<file path="src/rtl/alu_pkg.sv">
// ALU exec unit shared definitions: opcodes, FSM states, legality.
// ALU_EXEC_MUL_EN moves opcode 8 (MUL) into the legal range.
package alu_pkg;

  localparam logic [3:0] OP_ADD = 4'd0;
  localparam logic [3:0] OP_SUB = 4'd1;
  localparam logic [3:0] OP_AND = 4'd2;
  localparam logic [3:0] OP_OR  = 4'd3;
  localparam logic [3:0] OP_XOR = 4'd4;
  localparam logic [3:0] OP_NOT = 4'd5;
  localparam logic [3:0] OP_SHL = 4'd6;
  localparam logic [3:0] OP_SHR = 4'd7;
  localparam logic [3:0] OP_MUL = 4'd8;

  // Illegal opcodes span OP_ILL_LO..15.
`ifdef ALU_EXEC_MUL_EN
  localparam logic [3:0] OP_ILL_LO = OP_MUL + 4'd1;
`else
  localparam logic [3:0] OP_ILL_LO = OP_MUL;
`endif

  typedef enum logic [1:0] {
    S_IDLE = 2'd0,
    S_EXEC = 2'd1,
    S_DONE = 2'd2
  } state_t;

  function automatic logic op_legal(
    input logic [3:0] op
  );
    return op < OP_ILL_LO;
  endfunction

endpackage

</file>
<file path="src/rtl/alu_core.sv">
// Combinational ALU for opcodes 0..7 with Z/N/C/V generation.
// SUB is formed as A + ~B + 1 so C means "no borrow".
module alu_core
  import alu_pkg::*;
#(
  parameter int WIDTH = 8
) (
  input  logic [WIDTH-1:0] a,
  input  logic [WIDTH-1:0] b,
  input  logic [3:0]       op,
  output logic [WIDTH-1:0] y,
  output logic             z,
  output logic             n,
  output logic             c,
  output logic             v
);

  localparam int MSB = WIDTH - 1;

  always_comb begin
    y = '0;
    c = 1'b0;
    v = 1'b0;
    unique case (1'b1)
      (op == OP_ADD): begin
        {c, y} = {1'b0, a} + {1'b0, b};
        v = (a[MSB] == b[MSB]) &&
            (y[MSB] != a[MSB]);
      end
      (op == OP_SUB): begin
        {c, y} = {1'b0, a} + {1'b0, ~b}
               + (WIDTH+1)'(1);
        v = (a[MSB] != b[MSB]) &&
            (y[MSB] != a[MSB]);
      end
      (op == OP_AND): y = a & b;
      (op == OP_OR):  y = a | b;
      (op == OP_XOR): y = a ^ b;
      (op == OP_NOT): y = ~a;
      (op == OP_SHL): begin
        y = {a[MSB-1:0], 1'b0};
        c = a[MSB];
      end
      (op == OP_SHR): begin
        y = {1'b0, a[MSB:1]};
        c = a[0];
      end
      default: begin
        y = '0;
        c = 1'b0;
        v = 1'b0;
      end
    endcase
  end

  assign z = (y == '0);
  assign n = y[MSB];

endmodule

</file>
<file path="src/rtl/alu_exec_unit.sv">
// Multi-cycle ALU with IDLE/EXEC/DONE handshake and registered flags.
// Define ALU_EXEC_MUL_EN to build the shift-add multiplier (opcode 8).
module alu_exec_unit
  import alu_pkg::*;
#(
  parameter int WIDTH = 8
) (
  input  logic             clk,
  input  logic             rst_n,
  input  logic             start,
  input  logic [WIDTH-1:0] A,
  input  logic [WIDTH-1:0] B,
  input  logic [3:0]       opcode,
  input  logic             ack,
  output logic [WIDTH-1:0] result,
  output logic             Z,
  output logic             N,
  output logic             C,
  output logic             V,
  output logic             err,
  output logic             busy,
  output logic             done
);

  state_t state, state_nx;

  logic [WIDTH-1:0] a_q, b_q;
  logic [3:0]       op_q;
  logic             cap, is_mul, finish;

  logic [WIDTH-1:0] y_c;
  logic             z_c, n_c, c_c, v_c;

  alu_core #(.WIDTH(WIDTH)) u_core (
    .a  (a_q),
    .b  (b_q),
    .op (op_q),
    .y  (y_c),
    .z  (z_c),
    .n  (n_c),
    .c  (c_c),
    .v  (v_c)
  );

  assign cap = start && ((state == S_IDLE) ||
               ((state == S_DONE) && ack));

`ifdef ALU_EXEC_MUL_EN
  localparam int CW = $clog2(WIDTH) + 1;

  logic [CW-1:0]        cnt;
  logic [2*WIDTH-1:0]   acc, mcand, acc_nx;

  assign is_mul = (op_q == OP_MUL);
  assign finish = !is_mul || (cnt == CW'(WIDTH-1));
  assign acc_nx = acc + (b_q[0] ? mcand : '0);

  // One partial product per cycle; b_q is consumed LSB first.
  always_ff @(posedge clk or negedge rst_n) begin
    if (!rst_n) begin
      cnt   <= '0;
      acc   <= '0;
      mcand <= '0;
    end else if (cap) begin
      cnt   <= '0;
      acc   <= '0;
      mcand <= {{WIDTH{1'b0}}, A};
    end else if (state == S_EXEC && is_mul) begin
      cnt   <= cnt + CW'(1);
      acc   <= acc_nx;
      mcand <= mcand << 1;
    end
  end
`else
  assign is_mul = 1'b0;
  assign finish = 1'b1;
`endif

  always_ff @(posedge clk or negedge rst_n) begin
    if (!rst_n) begin
      state <= S_IDLE;
    end else begin
      state <= state_nx;
    end
  end

  always_comb begin
    state_nx = state;
    unique case (state)
      S_IDLE: if (start) state_nx = S_EXEC;
      S_EXEC: if (finish) state_nx = S_DONE;
      S_DONE: begin
        if (ack) state_nx = start ? S_EXEC : S_IDLE;
      end
      default: state_nx = S_IDLE;
    endcase
  end

  assign busy = (state == S_EXEC);
  assign done = (state == S_DONE);

  always_ff @(posedge clk or negedge rst_n) begin
    if (!rst_n) begin
      a_q    <= '0;
      b_q    <= '0;
      op_q   <= '0;
      result <= '0;
      {Z, N, C, V, err} <= '0;
    end else if (cap) begin
      a_q  <= A;
      b_q  <= B;
      op_q <= opcode;
    end else if (state == S_EXEC) begin
`ifdef ALU_EXEC_MUL_EN
      if (is_mul) b_q <= b_q >> 1;
`endif
      if (finish) begin
        if (!op_legal(op_q)) begin
          result <= '0;
          {Z, N, C, V, err} <= 5'b10001;
`ifdef ALU_EXEC_MUL_EN
        end else if (is_mul) begin
          result <= acc_nx[WIDTH-1:0];
          Z      <= (acc_nx[WIDTH-1:0] == '0);
          N      <= acc_nx[WIDTH-1];
          C      <= |acc_nx[2*WIDTH-1:WIDTH];
          V      <= |acc_nx[2*WIDTH-1:WIDTH];
          err    <= 1'b0;
`endif
        end else begin
          result <= y_c;
          {Z, N, C, V, err} <=
            {z_c, n_c, c_c, v_c, 1'b0};
        end
      end
    end
  end

endmodule

</file>
<file path="config.mk">
export PLATFORM = sky130hd
export DESIGN_NAME = alu_exec_unit
export DESIGN_NICKNAME = d
export VERILOG_FILES = /design/src/rtl/alu_pkg.sv /design/src/rtl/alu_core.sv /design/src/rtl/alu_exec_unit.sv
export SDC_FILE = /design/constraint.sdc
export NUM_CORES = 1
export LEC_CHECK = 0
export CAP_MARGIN = 20
export CORE_MARGIN = 2
export CORE_UTILIZATION = 55
export DETAILED_ROUTE_END_ITERATION = 7
export GPL_ROUTABILITY_DRIVEN = 0
export HOLD_SLACK_MARGIN = 0.06
export PLACE_DENSITY_LB_ADDON = 0.12
export SLEW_MARGIN = 30
export SYNTH_ARGS = -nofsm -noshare
export SYNTH_HDL_FRONTEND = slang
export SYNTH_SLANG_ARGS = --single-unit
</file>
<file path="constraint.sdc">
create_clock -name clk -period 3.6 [get_ports clk]
set_input_delay 0.72 -clock clk [delete_from_list [all_inputs] [get_ports clk]]
set_output_delay 0.72 -clock clk [all_outputs]
set_load 0.05 [all_outputs]
</file>
Word-level counts from Yosys, hierarchy flattened
Index checks and enable logic that the tools add are counted.
{"block": "word_totals", "regBits": 35, "elab_cells": 58, "out_inout_bits": 15}
{"block": "op_classes", "bitwise_logic": 6, "n_lt_le_gt_ge": 1, "n_eq_ne": 15, "n_addsub": 3, "mux": 13, "reduce_logical": 10}
{"cell": "one-hot mux 8 bit (8 select lines)", "count": 1}
{"cell": "adder 8 x 8 -> 9 bit", "count": 2}
{"cell": "== test 4 x 3 -> 1 bit, second input constant", "count": 4}
{"cell": "inverter 8 bit", "count": 2}
{"cell": "adder 9 x 1 -> 9 bit, second input constant", "count": 1}
{"cell": "AND 8 bit", "count": 1}
{"cell": "== test 4 x 2 -> 1 bit, second input constant", "count": 2}
{"cell": "logical NOT 8 bit", "count": 1}
{"cell": "2-to-1 mux 8 bit", "count": 1}
{"cell": "OR 8 bit", "count": 1}
{"cell": "bitwise XOR 8 bit", "count": 1}
{"cell": "2-to-1 mux 1 bit", "count": 6}
{"cell": "one-hot mux 2 bit (3 select lines)", "count": 1}
{"cell": "== test 4 x 1 -> 1 bit, second input constant", "count": 1}
{"cell": "logical AND 1 bit", "count": 4}
{"cell": "logical NOT 4 bit", "count": 1}
{"cell": "< comparator 4 bit, second input constant", "count": 1}
{"cell": "2-to-1 mux 2 bit", "count": 2}
{"cell": "inequality test 2 bit, second input constant", "count": 2}
{"cell": "one-hot mux 1 bit (4 select lines)", "count": 1}
{"cell": "AND reduction 2 bit", "count": 2}
{"cell": "inequality test 1 bit", "count": 3}
{"cell": "== test 2 x 1 -> 1 bit, second input constant", "count": 1}
{"cell": "== test 2 bit, second input constant", "count": 1}
{"cell": "5 further kinds", "count": 5}

Longest topological paths before layout
Gate-level depths: netlist of run 1.
{"block": "logic_depth", "depth_word": 7, "ltp_mapped": 10}

By module
A second synthesis of run 1 with hierarchy kept.
{"block": "unflattened", "cells_unflattened": 320, "area_unflattened_um2": 3001.6}
{"module": "alu_core", "cells_each": 216, "n_inst": 1, "area_per_inst_um2": 1541.5}
{"module": "alu_exec_unit", "cells_each": 104, "n_inst": 1, "area_per_inst_um2": 1460.2}

Worst setup path after synthesis of run 1
OpenSTA, ideal clock, no wires.
{"block": "synth_path", "path_type": "register to register", "start": "reg a_q[0]", "end": "reg result[6]", "n_path_buf": 0, "arrival_ps": 2204, "setup_slack_ps": 1272, "path_stages_with_launch": 10, "setup_ps": 125, "synth_period_minus_slack_ps": 2328, "path_cell_list": "dfrtp_1 -> ha_1 -> fa_1 -> a211oi_2 -> nor2_1 -> a211oi_2 -> nor2_1 -> a221oi_2 -> o22ai_1 -> mux2_2"}
{"block": "synth_via", "elab_chain_cells": 4}
{"element": "from (decl)", "line_no": "alu_exec_unit.sv:27", "source": "logic [WIDTH-1:0] a_q, b_q;"}
{"element": "from (signal assigned)", "line_no": "alu_exec_unit.sv:104", "source": "a_q <= '0;"}
{"element": "from (signal assigned)", "line_no": "alu_exec_unit.sv:110", "source": "a_q <= A;"}
{"element": "adder 8 x 8 -> 9 bit", "line_no": "alu_core.sv:31", "source": "{c, y} = {1'b0, a} + {1'b0, ~b}"}
{"element": "adder 9 x 1 -> 9 bit", "line_no": "alu_core.sv:32", "source": "+ (WIDTH+1)'(1);"}
{"element": "one-hot mux 8 bit (8 select lines) *", "line_no": "alu_core.sv:24", "source": "unique case (1'b1)"}
{"element": "2-to-1 mux 8 bit *", "line_no": "alu_exec_unit.sv:118", "source": "if (!op_legal(op_q)) begin"}
{"element": "to (signal assigned)", "line_no": "alu_exec_unit.sv:131", "source": "result <= y_c;"}
{"element": "to (decl)", "line_no": "alu_exec_unit.sv:15", "source": "output logic [WIDTH-1:0] result,"}
Every way passes the cells marked *; elsewhere a longest branch is shown, timed or not.
A chain may end at the register's enable or synchronous reset.

Worst setup path after layout of run 1
{"block": "layout_path", "start": "reg state[1]", "end": "out busy"}
{"block": "layout_via", "elab_chain_cells": 1}
{"element": "from (decl)", "line_no": "alu_exec_unit.sv:25", "source": "state_t state, state_nx;"}
{"element": "from (signal assigned)", "line_no": "alu_exec_unit.sv:83", "source": "state <= state_nx;"}
{"element": "== test 2 x 1 -> 1 bit", "line_no": "alu_exec_unit.sv:99", "source": "assign busy = (state == S_EXEC);"}
{"element": "to (decl)", "line_no": "alu_exec_unit.sv:21", "source": "output logic busy,"}
Every way passes these cells.

==> impl_summary.log, run 1 <==
INFO  metric tightest_slew = 0.799 ns
INFO  metric cts_buffers = 5
INFO  metric antenna_cells_inserted = 0
INFO  metric global_route_wire_length_before_repair = 11,100 um
INFO  metric power_density = between 700 and 800 mW/mm^2
INFO  metric final_util = 67.6%
INFO  metric min_period = between 2 and 3 ns
INFO  metric detailedPlacementHpwl = 5080 um
INFO  metric pwr-share-clk = between 10 and 15%
INFO  metric asyncSetResetFlopFracSynth = 100%
INFO  metric worst_hold_path_type = reg2reg
INFO  metric die-width = 75.3 um
INFO  metric first_iter_violations = 219
INFO  metric buffer_ports.inserted = 38
INFO  metric pin_count = 39
INFO  metric total_switching_power = 0.00115 W
INFO  metric post-cts-setup-buffer-count = 0
INFO  metric ir_worst_vdd = 0.000406 V
INFO  metric cp.required = 2.88 ns
INFO  metric worst_ep_arrival_time = 1.83 ns
INFO  metric finish.net_count = 399
INFO  metric clockRootBuffer = sky130_fd_sc_hd__clkbuf_8
INFO  metric power.share.combinational = 59.4%
INFO  metric viasPerCell = ~6
INFO  metric synth.top_cell.area_share = 30.4%
INFO  metric share_of_cells_above_drive_strength_1 = 10.3%
INFO  metric max_freq = 391 MHz
INFO  metric synth-warning-count = 0
INFO  metric netlist.top_cell.by_area = sky130_fd_sc_hd__dfrtp_1
INFO  metric cts_hold_buffers = 0
INFO  metric maxCapViolations = 0
INFO  metric post_synth.cell_area_avg = 8.69 um^2
INFO  metric critPathTopFamily = buffers and inverters
INFO  metric rrSetupSlack = 1.10 ns
INFO  metric vias = 2,478
INFO  metric remaining_drc_errors = 0
INFO  metric netlist_instances = 322
INFO  metric most-common-layout-cells = sky130_fd_sc_hd__clkdlybuf4s50_1, sky130_fd_sc_hd__o21ai_0, sky130_fd_sc_hd__nand2_1
INFO  metric min_period_over_period = 71.0%
INFO  metric setup_tns = 0 ns
INFO  metric grt_usage = 25.9%
INFO  metric p_leak = 1.42 nW
INFO  metric grt_pass1_vias = around 2,300
INFO  metric endpoint_kind = output port
INFO  metric post_synth_main_area_contributors = sky130_fd_sc_hd__dfrtp_1, sky130_fd_sc_hd__ha_1, sky130_fd_sc_hd__o21ai_0, sky130_fd_sc_hd__nand2_1, sky130_fd_sc_hd__mux2_2
INFO  metric ys_types = 66
INFO  metric internal-power = around 0.0012 W
INFO  metric cts.htree.levels = 2
INFO  metric largest_net_degree_at_the_start_of_global_routing = 35
INFO  metric ant_nets = 0
INFO  metric switching_share = 48.9%
INFO  metric mappedNetlistNets = roughly 370
INFO  metric clockBufferDepth = 2
INFO  metric placement.cell_area = between 0.003 and 0.004 mm^2
INFO  metric die_height = ~75 um
INFO  metric critPathLaunchType = register
INFO  metric slowest_stage = sky130_fd_sc_hd__clkdlybuf4s50_1
INFO  metric cts_tree = built
INFO  metric synth_edf_count = 0
INFO  metric layout_overhead_on_the_synthesized_area = 16.5%
INFO  metric rsz0062_at_grt = no
INFO  metric path_buf_inv = 2
INFO  metric hold_slack_final = between 0.4 and 0.5 ns
INFO  metric sequential_cell_area_fraction_in_the_yosys_report = 30.4%
INFO  metric clkTransAtPathRegs = 0.07 ns
INFO  metric timing_worst_setup_path_type = reg2out
INFO  metric cell_row_count = 25
INFO  metric post_synth_instance_area = 0.00280 mm^2
INFO  metric area_of_the_die = between 0.005 and 0.006 mm^2
INFO  metric clock_sink_count = 34
INFO  metric relSlewSlack = between 40% and 50%
INFO  metric antenna_violations_before_repair = 0
INFO  metric routed_wire_length_per_instance = 15.7 um
INFO  metric fp.coreArea = 0.00482 mm^2
INFO  metric grt_remaining_overflow = 0
INFO  metric critical_path_cell_sequence = nand2b_1, inv_1, clkdlybuf4s50_1
INFO  metric drtPass1Iterations = 5
INFO  metric report.final.hold_viol_count = 0
INFO  metric primary_flip_flop_cell_chosen_by_synthesis_mapping = sky130_fd_sc_hd__dfrtp_1
INFO  metric floorplan.initialDensity = 58.1%
INFO  metric status = complete, no violations
INFO  metric seqPwrFrac = 27.9%
INFO  metric slew_viol_final = 0
INFO  metric postCtsResizedCells = 0
INFO  metric critPathMaxFanout = 5
INFO  metric clock_skew = 0.00729 ns
INFO  metric timing.critical_path.slowest_cell_delay = 0.83 ns
INFO  metric worstSkewPairLatency = 0.29 ns
INFO  metric finalSetupViolCount = 0
INFO  metric final_area = about 0.0033 mm^2
INFO  metric ys_ff_latch = 34
INFO  metric most_frequent_standard_cell_in_the_layout_excluding_fill_and_tap_cells = sky130_fd_sc_hd__clkdlybuf4s50_1
INFO  metric drt_wl_total = 6550 um
[state kept, by name, summed over array words and instances (netlist names)]
signal	flops
a_q	8
b_q	8
result	8
op_q	4
state	2
C	1
V	1
Z	1
err	1
[path summary, 6_finish.rpt]
path,start,endpoint,cells after the start
setup / recovery,state[1],busy,3
hold / removal,err,err,2
setup reg to reg,a_q[0],result[6],9
hold reg to reg,err,err,2
max in group asynchronous,rst_n,b_q[7],2
min in group asynchronous,rst_n,b_q[1],2
[through the flow]
| step | power [W] | cells | setup WS, ns |
|---|---|---|---|
| after detailed placement | 0.00205 | 408 | 1.12 |
| after floorplan | 0.00171 | 322 | 1.27 |
| final | 0.00236 | 416 | 1.05 |
| after CTS | 0.00235 | 416 | 1.03 |
| after global routing | 0.00254 | 416 | 0.911 |
| after global placement | 0.00204 | 408 | 1.15 |
[cell families (layout without fill, tap and decap cells)]
family,Yosys count,in the layout,synth area share (%)
flip-flops,34,34,30.4
adder cells (fa/ha/maj),27,27,12.6
multiplexers,15,15,6.17
XOR/XNOR,2,2,0.626
AND/OR/NAND/NOR,93,93,16.5
AO/OA/AOI/OAI,104,104,25.5
buffers and inverters,47,74,8.14
[cell usage after synthesis (3+ instances only)]
| cell type | n |
|---|---|
| sky130_fd_sc_hd__ha_1 | 25 |
| sky130_fd_sc_hd__dfrtp_1 | 34 |
| sky130_fd_sc_hd__a21oi_1 | 8 |
| sky130_fd_sc_hd__nor2b_1 | 3 |
| sky130_fd_sc_hd__buf_6 | 3 |
| sky130_fd_sc_hd__o211ai_1 | 5 |
| sky130_fd_sc_hd__nor2_1 | 24 |
| sky130_fd_sc_hd__buf_2 | 10 |
| sky130_fd_sc_hd__nand3_1 | 3 |
| sky130_fd_sc_hd__nor3_1 | 5 |
| sky130_fd_sc_hd__mux2i_1 | 6 |
| sky130_fd_sc_hd__clkbuf_1 | 6 |
| sky130_fd_sc_hd__o21ai_0 | 37 |
| sky130_fd_sc_hd__nand2b_1 | 4 |
| sky130_fd_sc_hd__a21boi_0 | 3 |
| sky130_fd_sc_hd__mux2_2 | 8 |
| sky130_fd_sc_hd__o22ai_1 | 9 |
| sky130_fd_sc_hd__buf_4 | 4 |
| sky130_fd_sc_hd__inv_1 | 22 |
| sky130_fd_sc_hd__nand2_1 | 36 |
| sky130_fd_sc_hd__nand3b_1 | 4 |
| sky130_fd_sc_hd__o21bai_1 | 4 |
| sky130_fd_sc_hd__a21o_1 | 6 |
[power by group through the flow]
stage               clock network, W  registers (W)  logic, W
floorplan                          0       0.000772  0.000934
detailed placement                 0       0.000665   0.00138
finish                      0.000300       0.000658   0.00140
global route                0.000320       0.000684   0.00153
CTS                         0.000303       0.000658   0.00139
global placement                   0       0.000658   0.00138
[worst reg2reg max path, cell delays in order, from the launching register on]
cell	delay, ns
sky130_fd_sc_hd__dfrtp_1	0.41
sky130_fd_sc_hd__ha_1	0.25
sky130_fd_sc_hd__fa_1	0.43
sky130_fd_sc_hd__a211oi_2	0.20
sky130_fd_sc_hd__nor2_1	0.10
sky130_fd_sc_hd__a211oi_2	0.22
sky130_fd_sc_hd__nor2_1	0.10
sky130_fd_sc_hd__a221oi_2	0.27
sky130_fd_sc_hd__o22ai_1	0.13
sky130_fd_sc_hd__mux2_2	0.29
[layer usage]
layer  up-vias  wire length (um)  global-route usage (%)
met5         -                 0                       0
met4         0               153                    8.38
met3        15               361                    3.84
met2        73              3050                    40.0
met1      1193              2980                    37.6
li1       1197                 -                       -
[final cells by class]
cell class | instances | area [um^2]
multi-input combinational | 241 | 1720
fill | 440 | 1560
sequential | 34 | 851
timing repair buffer | 43 | 418
inverter | 23 | 86.3
tap | 67 | 83.8
clock buffer | 6 | 82.6
clock inverter | 2 | 12.5
(Power assumes the default switching activity.)
==> run 2: changes to the inputs <==
--- a/config.mk
+++ b/config.mk
@@ -7,7 +7,7 @@
 export LEC_CHECK = 0
 export CAP_MARGIN = 20
 export CORE_MARGIN = 2
-export CORE_UTILIZATION = 55
+export CORE_UTILIZATION = 50
 export DETAILED_ROUTE_END_ITERATION = 7
 export GPL_ROUTABILITY_DRIVEN = 0
 export HOLD_SLACK_MARGIN = 0.06
==> constraint.sdc (replaced) <==
create_clock -name clk -period 2.1 [get_ports clk]
set_input_delay 0.42 -clock clk [delete_from_list [all_inputs] [get_ports clk]]
set_output_delay 0.42 -clock clk [all_outputs]
set_load 0.05 [all_outputs]
==> run 2 against run 1 <==
Compared with the run above:
- critical path type is now reg2reg
- global-route usage decreased by 2.2 points
- critical endpoint is now result[6]
- power increased by 95%
- routed wire length increased by 6.1%
- the flow now finishes with violations (setup timing)
- utilization increased by 1.3 points
==> impl_summary.log, run 2 (synthesized netlist as in run 1, its figures left out) <==
INFO  metric status = complete, but fails checks
INFO  metric failed_checks = setup timing
INFO  metric report.final.hold_viol_count = 0 (unchanged)
INFO  metric first_iter_violations = 171 (-22%)
INFO  metric cts_hold_buffers = 0 (unchanged)
INFO  metric final_cell_count_no_fill = 469 (+13%)
INFO  metric tightest_slew = 0.492 ns (-0.307 ns)
INFO  metric floorplan.initialDensity = 51.4% (-6.6 points)
INFO  metric worst_setup_path_startpoint = a_q[0]
INFO  metric max_freq = 434 MHz
INFO  metric cell_row_count = 27 (+8.0%)
INFO  metric worst_hold_startpoint = V
INFO  metric die_height = 78.8 um (+4.6%)
INFO  metric seq_area = 853 um^2 (+0.29%)
INFO  metric grt_remaining_overflow = 0 (unchanged)
INFO  metric finalSetupViolCount = 5 (+5)
INFO  metric area_occupied_by_multi_input_gates = 0.00183 mm^2 (+6.2%)
INFO  metric remaining_drc_errors = 0 (unchanged)
INFO  metric worst_ep_arrival_time = 2.48 ns (+0.65 ns)
INFO  metric cp.required = 2.27 ns (-0.61 ns)
INFO  metric final_area = 0.00375 mm^2 (+15%)
INFO  metric largest_net_degree_at_the_start_of_global_routing = 35 (unchanged)
INFO  metric buffer_ports.inserted = 38 (unchanged)
INFO  metric clock_skew = 0.00355 ns (-0.00374 ns)
INFO  metric n_fill_cell = 446 (+1.4%)
INFO  metric final_util = 68.9% (+1.3 points)
INFO  metric ir_worst_vdd = 0.000598 V (+47%)
INFO  metric rsz0062_at_grt = yes
INFO  metric relSlewSlack = 67.1% (+20 points)
INFO  metric layout_overhead_on_the_synthesized_area = 34.0%
INFO  metric clockRootBuffer = sky130_fd_sc_hd__clkbuf_8
INFO  metric cts_buffers = 5 (unchanged)
INFO  metric worst_hold_path_type = reg2reg
INFO  metric area_of_the_die = 0.00621 mm^2 (+9.5%)
INFO  metric place.detailed.instances = 458 (+12%)
INFO  metric min_period = 2.30 ns
INFO  metric timing.rr.start = a_q[0]
INFO  metric timing_worst_setup_path_type = reg2reg
INFO  metric layout_setup_ws = -0.204 ns (-1.25 ns)
INFO  metric clock_sink_count = 34 (unchanged)
INFO  metric antenna_cells_inserted = 0 (unchanged)
INFO  metric pin_count = 39 (unchanged)
INFO  metric grt_usage = 23.7% (-2.2 points)
INFO  metric reg_top3 = a_q x8, b_q x8, result x8
INFO  metric antenna_violations_before_repair = 0 (unchanged)
INFO  metric detailedPlacementHpwl = 5320 um (+4.7%)
INFO  metric most_frequent_standard_cell_in_the_layout_excluding_fill_and_tap_cells = sky130_fd_sc_hd__buf_4
INFO  metric drt_wl_total = 6940 um (+6.1%)
INFO  metric global_route_wire_length_before_repair = 11,800 um (+6.6%)
INFO  metric die-width = 78.8 um (+4.6%)
INFO  metric critPathMaxFanout = 3 (-2)
INFO  metric endpoint_kind = register
INFO  metric power_density = 1220 mW/mm^2 (+69%)
INFO  metric drtPass1Iterations = 4 (-1)
INFO  metric maxCapViolations = 0 (unchanged)
INFO  metric most-common-layout-cells = sky130_fd_sc_hd__buf_4, sky130_fd_sc_hd__nand2_1, sky130_fd_sc_hd__clkdlybuf4s50_1
INFO  metric slew_viol_final = 0 (unchanged)
INFO  metric post-place-ws = -0.189 ns (-1.31 ns)
INFO  metric setup_tns = -0.622 ns (-0.622 ns)
INFO  metric worstSkewPairLatency = 0.28 ns (about the same)
INFO  metric critPathLaunchType = register
INFO  metric viasPerCell = 5.62 (-5.7%)
INFO  metric routed_wire_length_per_instance = 14.8 um (-5.9%)
INFO  metric share_of_cells_above_drive_strength_1 = 28.0% (+18 points)
INFO  metric p_leak = 1.67 nW (+18%)
INFO  metric clkTransAtPathRegs = 0.07 ns (about the same)
INFO  metric clockBufferDepth = 2 (unchanged)
INFO  metric finish.net_count = 448 (+12%)
INFO  metric placement.cell_area = 0.00354 mm^2 (+12%)
INFO  metric grt_pass1_vias = 2,447 (+5.5%)
INFO  metric fp.coreArea = 0.00544 mm^2 (+13%)
INFO  metric cts_tree = built
INFO  metric ant_nets = 0 (unchanged)
INFO  metric vias = 2,634 (+6.3%)
INFO  metric cts.htree.levels = 2 (unchanged)
INFO  metric min_period_over_period = 110%
-- run 2: cell count changes in the layout (fill, tap and decap cells not counted), sizes merged --
cell	before	now
buf	5	56
clkdlybuf4s50	38	36
clkbuf	6	5
clkinv	1	2
clkinvlp	1	0
-- run 2: timing repair --
| action | in CTS | in global routing |
|---|---|---|
| setup endpoints to repair | 5 | 9 |
| resized for setup | 12 | 17 |
| buffers inserted | 2 | 2 |
| pin swaps | 1 | 5 |
-- run 2: metrics by stage --
stage | hold WS (ns) | power [W]
6_report | 0.478 | 0.00459
5_1_grt | 0.506 | 0.00492
4_1_cts | 0.482 | 0.00445
3_5_place_dp | 0.466 | 0.00391
3_3_place_gp | 0.462 | 0.00386
2_1_floorplan | 0.124 | 0.00293
-- run 2: power breakdown --
part / switching (W) / leakage, nW / internal [W]
Combinational: 0.00175 / 1.21 / 0.00139
Sequential: 0.000139 / 0.421 / 0.000853
Clock: 0.000233 / 0.0438 / 0.000222
-- run 2: final cells by class --
| cell class | count | area share (%) |
|---|---|---|
| Sequential cell | 34 | 22.8 |
| Multi-Input combinational cell | 241 | 48.9 |
| Clock inverter | 2 | 0.267 |
| Timing Repair Buffer | 92 | 21.5 |
| Tap cell | 72 | 2.40 |
| Clock buffer | 5 | 1.84 |
| Inverter | 23 | 2.37 |
-- run 2: metal layers --
| metal | part of all wire (%) | global-route usage, % | wire length (um) |
|---|---|---|---|
| met2 | 48 | 39.7 | 3320 |
| met3 | 5.7 | 2.95 | 395 |
| met4 | 2.0 | 7.02 | 141 |
| met1 | 44 | 32.2 | 3080 |
| met5 | 0 | 0 | 0 |
-- run 2: path summary, 6_finish.rpt --
check	slack (ns)	to	depth (start not counted)
setup reg to reg	-0.20	result[6]	9
setup / recovery	-0.20	result[6]	9
max in group asynchronous	1.21	a_q[1]	2
hold / removal	0.48	V	2
min in group asynchronous	0.54	op_q[1]	2
hold reg to reg	0.48	V	2
-- run 2: worst max-delay path: stages (launching register included) --
cell,delay (ns)
sky130_fd_sc_hd__dfrtp_1,0.41
sky130_fd_sc_hd__ha_2,0.21
sky130_fd_sc_hd__fa_2,0.36
sky130_fd_sc_hd__a211oi_2,0.21
sky130_fd_sc_hd__nor2_2,0.08
sky130_fd_sc_hd__a211oi_2,0.21
sky130_fd_sc_hd__nor2_2,0.08
sky130_fd_sc_hd__a221oi_2,0.27
sky130_fd_sc_hd__o22ai_1,0.12
sky130_fd_sc_hd__mux2_4,0.27
